**config.mk**
```make
export PLATFORM = sky130hd
export DESIGN_NAME = ex_muldiv_unit
export DESIGN_NICKNAME = d
export VERILOG_FILES = /design/src/rtl/ex_muldiv_unit.sv
export SDC_FILE = /design/constraint.sdc
export NUM_CORES = 1
export LEC_CHECK = 0
export CAP_MARGIN = 20
export CORE_MARGIN = 4
export CORE_UTILIZATION = 50
export CTS_BUF_LIST = sky130_fd_sc_hd__clkbuf_8
export DETAILED_ROUTE_END_ITERATION = 6
export DONT_BUFFER_PORTS = 1
export PLACE_DENSITY = 0.68
export SYNTH_ARGS = -nofsm -noshare
export SYNTH_HDL_FRONTEND = slang
export SYNTH_SLANG_ARGS = --single-unit
```
**constraint.sdc**
```tcl
create_clock -name clock -period 3.4 [get_ports clock]
set_input_delay 0.85 -clock clock [delete_from_list [all_inputs] [get_ports clock]]
set_output_delay 0.85 -clock clock [all_outputs]
set_load 0.1 [all_outputs]
```
**src/rtl/ex_muldiv_unit.sv**
```systemverilog
// Iterative MULT/MULTU/DIV/DIVU unit owning HI/LO; MTHI/MTLO complete in one cycle.
// State advances on the falling clock edge, in step with the pipeline registers.
module ex_muldiv_unit #(
   parameter int WIDTH    = 32,
   parameter int CNT_BITS = 6
) (
   input  logic             clock,
   input  logic             reset,
   input  logic             debugEnable,
   input  logic             debugReset,
   input  logic             start,
   input  logic [2:0]       op,
   input  logic [WIDTH-1:0] operandA,
   input  logic [WIDTH-1:0] operandB,
   input  logic             mfRead,
   output logic [WIDTH-1:0] hiOut,
   output logic [WIDTH-1:0] loOut,
   output logic             busy,
   output logic             stall,
   output logic             done,
   output logic             divByZero
);

   localparam logic [2:0] OP_MTHI = 3'd4;
   localparam logic [2:0] OP_MTLO = 3'd5;

   typedef enum logic [1:0] {IDLE, RUN, SIGN} state_t;

   state_t                stateReg, stateNext;
   logic [CNT_BITS-1:0]   counterReg, counterNext;
   logic [2*WIDTH-1:0]    accReg, accNext;
   logic [WIDTH-1:0]      operandReg, operandNext;
   logic                  signAReg, signANext;
   logic                  signBReg, signBNext;
   logic                  isDivReg, isDivNext;
   logic [WIDTH-1:0]      hiReg, hiNext;
   logic [WIDTH-1:0]      loReg, loNext;
   logic                  doneReg, doneNext;
   logic                  divByZeroReg, divByZeroNext;

   logic                  opSigned;
   logic                  negA, negB;
   logic [WIDTH-1:0]      magA, magB;
   logic [WIDTH:0]        mulSum;
   logic [WIDTH:0]        divShift, divDiff;
   logic [2*WIDTH-1:0]    mulAccNext, divAccNext;
   logic [2*WIDTH-1:0]    signedProduct;
   logic [WIDTH-1:0]      quotient, remainder;

   assign opSigned = ~op[0];
   assign negA     = opSigned & operandA[WIDTH-1];
   assign negB     = opSigned & operandB[WIDTH-1];
   assign magA     = negA ? -operandA : operandA;
   assign magB     = negB ? -operandB : operandB;

   // Multiply: accumulator is {partial product, remaining multiplier bits}.
   assign mulSum     = {1'b0, accReg[2*WIDTH-1:WIDTH]} + (accReg[0] ? {1'b0, operandReg} : '0);
   assign mulAccNext = {mulSum, accReg[WIDTH-1:1]};

   // Divide: accumulator is {partial remainder, dividend bits shifting into quotient}.
   assign divShift   = accReg[2*WIDTH-1:WIDTH-1];
   assign divDiff    = divShift - {1'b0, operandReg};
   assign divAccNext = divDiff[WIDTH] ? {divShift[WIDTH-1:0], accReg[WIDTH-2:0], 1'b0}
                                      : {divDiff[WIDTH-1:0],  accReg[WIDTH-2:0], 1'b1};

   assign signedProduct = (signAReg ^ signBReg) ? -accReg : accReg;
   assign quotient      = (signAReg ^ signBReg) ? -accReg[WIDTH-1:0] : accReg[WIDTH-1:0];
   assign remainder     = signAReg ? -accReg[2*WIDTH-1:WIDTH] : accReg[2*WIDTH-1:WIDTH];

   always_comb begin
      stateNext     = stateReg;
      counterNext   = counterReg;
      accNext       = accReg;
      operandNext   = operandReg;
      signANext     = signAReg;
      signBNext     = signBReg;
      isDivNext     = isDivReg;
      hiNext        = hiReg;
      loNext        = loReg;
      doneNext      = doneReg;
      divByZeroNext = divByZeroReg;
      if (debugEnable) begin
         doneNext = 1'b0;
         case (stateReg)
            IDLE: begin
               if (start) begin
                  if (op == OP_MTHI) begin
                     hiNext = operandA;
                  end else if (op == OP_MTLO) begin
                     loNext = operandA;
                  end else if (op[2] == 1'b0) begin
                     signANext     = negA;
                     signBNext     = negB;
                     isDivNext     = op[1];
                     counterNext   = '0;
                     divByZeroNext = op[1] & (operandB == '0);
                     stateNext     = RUN;
                     if (!op[1]) begin
                        operandNext = magA;
                        accNext     = {{WIDTH{1'b0}}, magB};
                     end else begin
                        operandNext = magB;
                        if (operandB == '0) begin
                           // Remainder = dividend, quotient = all ones; no iterations needed.
                           accNext   = {magA, {WIDTH{1'b1}}};
                           stateNext = SIGN;
                        end else begin
                           accNext = {{WIDTH{1'b0}}, magA};
                        end
                     end
                  end
               end
            end
            RUN: begin
               accNext = isDivReg ? divAccNext : mulAccNext;
               if (counterReg == CNT_BITS'(WIDTH - 1)) begin
                  stateNext = SIGN;
               end else begin
                  counterNext = counterReg + CNT_BITS'(1);
               end
            end
            SIGN: begin
               if (!isDivReg) begin
                  {hiNext, loNext} = signedProduct;
               end else begin
                  hiNext = remainder;
                  loNext = divByZeroReg ? accReg[WIDTH-1:0] : quotient;
               end
               doneNext  = 1'b1;
               stateNext = IDLE;
            end
            default: stateNext = IDLE;
         endcase
      end
   end

   always_ff @(negedge clock) begin
      if (reset || debugReset) begin
         stateReg     <= IDLE;
         counterReg   <= '0;
         accReg       <= '0;
         operandReg   <= '0;
         signAReg     <= 1'b0;
         signBReg     <= 1'b0;
         isDivReg     <= 1'b0;
         hiReg        <= '0;
         loReg        <= '0;
         doneReg      <= 1'b0;
         divByZeroReg <= 1'b0;
      end else begin
         stateReg     <= stateNext;
         counterReg   <= counterNext;
         accReg       <= accNext;
         operandReg   <= operandNext;
         signAReg     <= signANext;
         signBReg     <= signBNext;
         isDivReg     <= isDivNext;
         hiReg        <= hiNext;
         loReg        <= loNext;
         doneReg      <= doneNext;
         divByZeroReg <= divByZeroNext;
      end
   end

   assign hiOut     = hiReg;
   assign loOut     = loReg;
   assign busy      = (stateReg != IDLE);
   assign stall     = busy & (start | mfRead);
   assign done      = doneReg;
   assign divByZero = divByZeroReg;

endmodule

```
Word level (Yosys, flattened, before mapping)
Cells that the tools add are included.
- bits in registers: 173
- bits of input ports: 73
- output and inout port bits: 68
- word-level logic and storage cells: 95
- add/sub/neg operators: 8
- equality and inequality tests: 13
- muxes and demuxes: 41
- bitwise gates (word level): 10
- reductions and logical operators: 12
- operator list (operator ; number):
    $mux 64 ; 9
    $mux 32 ; 14
    $neg 32->32 ; 4
    $pmux 32 s2 ; 2
    $pmux 64 s2 ; 1
    $neg 64->64 ; 1
    $add 32x32->33 ; 1
    $sub 33x32->33 ; 1
    $logic_not 32->1 ; 1
    $mux 6 ; 5
    $reduce_and 6->1 ; 3
    $ne 2x2->1 const B ; 8
    $mux 2 ; 7
    $pmux 6 s2 ; 1
    $reduce_and 7->1 ; 1
    $add 6x1->6 const B ; 1
    $eq 3x3->1 const B ; 2
    $eq 6x5->1 const B ; 1
    $reduce_bool 2->1 ; 3
    $reduce_and 5->1 ; 1
    $and 1x1->1 ; 4
    $not 1->1 ; 4
    $pmux 2 s2 ; 1
    $reduce_and 4->1 ; 1
    other kinds (7) ; 7

Logic depth before layout (Yosys ltp)
- depth in word-level cells: 10
- mapped depth: 15
- gate-level depth less buffers: 13

==> summary.txt <==
Run
  – Max-cap violations: 0

Power and ir drop
  – Leakage: between 9 and 10 nW
  – VDD IR max: 0.2765 mV
  – Power Dens Cells: 299.6 nW/um^2

Yosys
  – Share of the synthesized area in the top cell type: 23.05%
  – Net count after synthesis: about 2.2k
  – Post-synthesis xor/xnor area fraction: 10.14%
  – Mapped Area: roughly 15000 um^2
  – Mean area per synthesized cell: 7.199 um^2
  – Area leader, netlist: dfxtp_1
  – Most frequent cell after synthesis: nor2_1
  – Mux contribution to synthesized area: 5.055%
  – Register area share after synthesis: 23.05%
  – Compound-Gate Fraction of Synth Area: 28.69%
  – Post-synth EDFFs: 0
  – Leading cell types by count after synthesis: 255 x nor2_1, 250 x a21oi_1, 187 x nand2_1
  – #FFs+latches synth: 173
  – Synthesized-area fraction occupied by adder cells: 6.013%
  – Synth Area in Simple Gates: 22.05%
  – Distinct cell type count after synthesis: 82
  – Synth async-reset ratio: 0%
  – Synth Instances: 2087
  – Main combinational cell family by area after synthesis: compound AO/OA/AOI/OAI gates
  – Yosys warning total: 0
  – Top FF cell, synth: dfxtp_1
  – Synth area leaders: dfxtp_1 23%, a21oi_1 8.3%, nor2_1 6.4%

Clocking
  – CTS Buf Count: 17
  – CTS Root Cell: clkbuf_8
  – CTS sink count: approximately 170
  – Later-pin clock latency in the skew report: roughly 0.53 ns
  – Clock Pin Slew Worst Setup and Hold Paths: 0.05 ns
  – CTS tree: done
  – Clk buf depth: 2
  – Post-cts hold buffer count: 0
  – H-tree depth: 4

Detailed routing
  – DRT Pass-1 Iters: 7
  – Aggregate routed wire length: roughly 72000 um
  – DRC violations left: 0
  – Initial DRC count: roughly 2.5k
  – Vias per Instance: 6.485
  – Final antenna-violating net count: 0
  – Via Count: a little under 20k
  – WL/cell: 24.23 um

Critical path
  – FF-to-FF path depth: 16
  – Critical Path AT: 3.32 ns
  – Critical Setup Path Class: input pin to register
  – Crit path capture: accReg[31]
  – Reg-to-reg slack, setup: -0.43 ns
  – Critical Path RT: around 2.1 ns
  – Startpoint class of the critical path: input pin
  – Worst R2R End: accReg[35]
  – R2r startpoint: accReg[31]
  – Max FO, Critical Path: 4
  – Setup crit start: operandA[3]
  – Crit path capture type: register

Placed design
  – Area of placed instances: between 15000 and 20000 um^2
  – Placed wire-length estimate: 53450 um
  – IO buf count: 0
  – Placer Congestion: 1.048

Hold path
  – Hold Crit Class: register to register
  – Hold Path Origin: operandReg[10]

STA
  – # setup viols final: 162
  – Final Slew Violations: 0
  – Hold Violations, Final: 0
  – Worst Tran Pin Value: 0.9310 ns
  – Unrepaired setup endpoints after global routing: yes
  – Setup ws final: -1.189 ns
  – Slew headroom: a little under two fifths
  – Worst clock skew: 0.03995 ns

Floorplan
  – Die width: about 180 um
  – Num rows: 63
  – Die area: 32890 um^2
  – Io pins: 141
  – Core area: approximately 30000 um^2
  – DIE HEIGHT: 181.3 um
  – Initial Util: 50.69%

Layout
  – Area growth syn-to-layout: 48.99%
  – Layout Nets: 2711
  – Post-route cell area: 22390 um^2
  – Layout cells sized above 1: 32.09%
  – Utilization after layout: 75.53%

Run status
  – Outcome: complete, but fails checks
  – Violated checks: setup timing

Global routing
  – Vias in the first global route: 18.56k
  – First-pass GRT wire length: 103000 um
  – GRT Residual Overflow: 0
  – Global Route Usage Sum: 40.02%
  – Initial antenna violation count: 0
  – Largest net degree at the start of global routing: 75
==> final cells by class <==
class                      instances  area [um^2]
tap                              390        488.0
clock inverter                   188        807.0
antenna                            2        5.005
timing repair buffer             424         4514
sequential                       173         3570
inverter                          58        249.0
multi-input combinational       1720        12520
fill                            2133         7253
clock buffer                      17        234.0
==> registers in the layout, indices dropped and copies added, names as in the netlist <==
name,count
accReg,64
hiOut,32
loOut,32
operandReg,32
counterReg,6
stateReg,2
divByZero,1
done,1
isDivReg,1
signAReg,1
signBReg,1
==> report_power, final <==
group	internal [mW]	switching, mW
clock network	0.878	1.57
logic	0.953	1.21
registers	2.06	0.0421
total	3.89	2.81
==> repair_timing <==
item,4_1_cts,5_1_grt
setup buffers,26,31
endpoints found under the setup margin,162,165
gates resized for setup,123,132
pin swaps,74,100
cloned,1,0
==> metal layers <==
layer / wire length (um) / GRT usage, % / vias up
li1: - / - / 8519
met2: 31600 / 62.28 / 1389
met4: 5288 / 23.84 / 0
met5: 0 / 0 / -
met1: 26280 / 47.89 / 8974
met3: 8840 / 13.51 / 390
==> placed cells by master (no fill, tap or decap), types with 20 or more instances in the layout <==
| master | instances |
|---|---|
| nor2b_1 | 20 |
| o211ai_1 | 31 |
| xor2_1 | 86 |
| dfxtp_1 | 104 |
| buf_12 | 93 |
| mux2_2 | 22 |
| a21o_1 | 32 |
| nor3_1 | 43 |
| o21ai_1 | 40 |
| xnor2_1 | 66 |
| a21oi_1 | 198 |
| dfxtp_2 | 61 |
| nand2_1 | 173 |
| o21ai_0 | 114 |
| buf_4 | 290 |
| nand3_1 | 29 |
| inv_1 | 229 |
| ha_1 | 67 |
| o31ai_1 | 22 |
| a21oi_2 | 45 |
| nor2_1 | 240 |
| a211oi_2 | 27 |
| a31oi_1 | 24 |
| buf_6 | 40 |
| mux2i_1 | 47 |
==> worst min path at each step <==
stage / endpoint / slack, ns / cells after the start
2_1_floorplan: operandReg[18] / 0.43 / 2
4_1_cts: operandReg[7] / 0.45 / 2
3_5_place_dp: operandReg[10] / 0.45 / 2
3_3_place_gp: operandReg[18] / 0.44 / 2
6_report: operandReg[10] / 0.45 / 2
5_1_grt: operandReg[7] / 0.47 / 2
==> kinds of logic (layout without fill, tap and decap cells) <==
kind of cell               count (synthesis)  after routing
buffers and inverters                    194            687
AOI/OAI and AO/OA                        696            696
DFF                                      173            173
and+or+nand+nor                          706            706
xor gates and xnor gates                 174            174
other                                      0              2
adders and majority gates                 71             71
muxes                                     73             73
==> metrics by stage <==
stage | hold slack [ns] | setup slack [ns] | total power [mW] | cells | setup TNS [ns]
after floorplan | 0.4319 | -1.493 | 3.603 | 2087 | -114.22
after global placement | 0.4414 | -1.561 | 4.324 | 2721 | -137.50
after detailed placement | 0.4452 | -1.577 | 4.347 | 2721 | -144.24
after CTS | 0.4527 | -1.057 | 6.486 | 2946 | -85.73
after global routing | 0.4738 | -1.227 | 7.034 | 2970 | -100.69
final | 0.4483 | -1.189 | 6.707 | 2972 | -96.62
==> worst max-delay path, stage by stage <==
cell and delay, ns:
or3_4 0.42, or4_4 0.46, or3_4 0.39, nor3_4 0.26
a21oi_1 0.12, nor2b_1 0.16, buf_4 0.17, o31ai_1 0.07
o22ai_1 0.17, nor2_1 0.06, a211oi_1 0.19
Note: power is estimated with default switching activity, not from simulation.
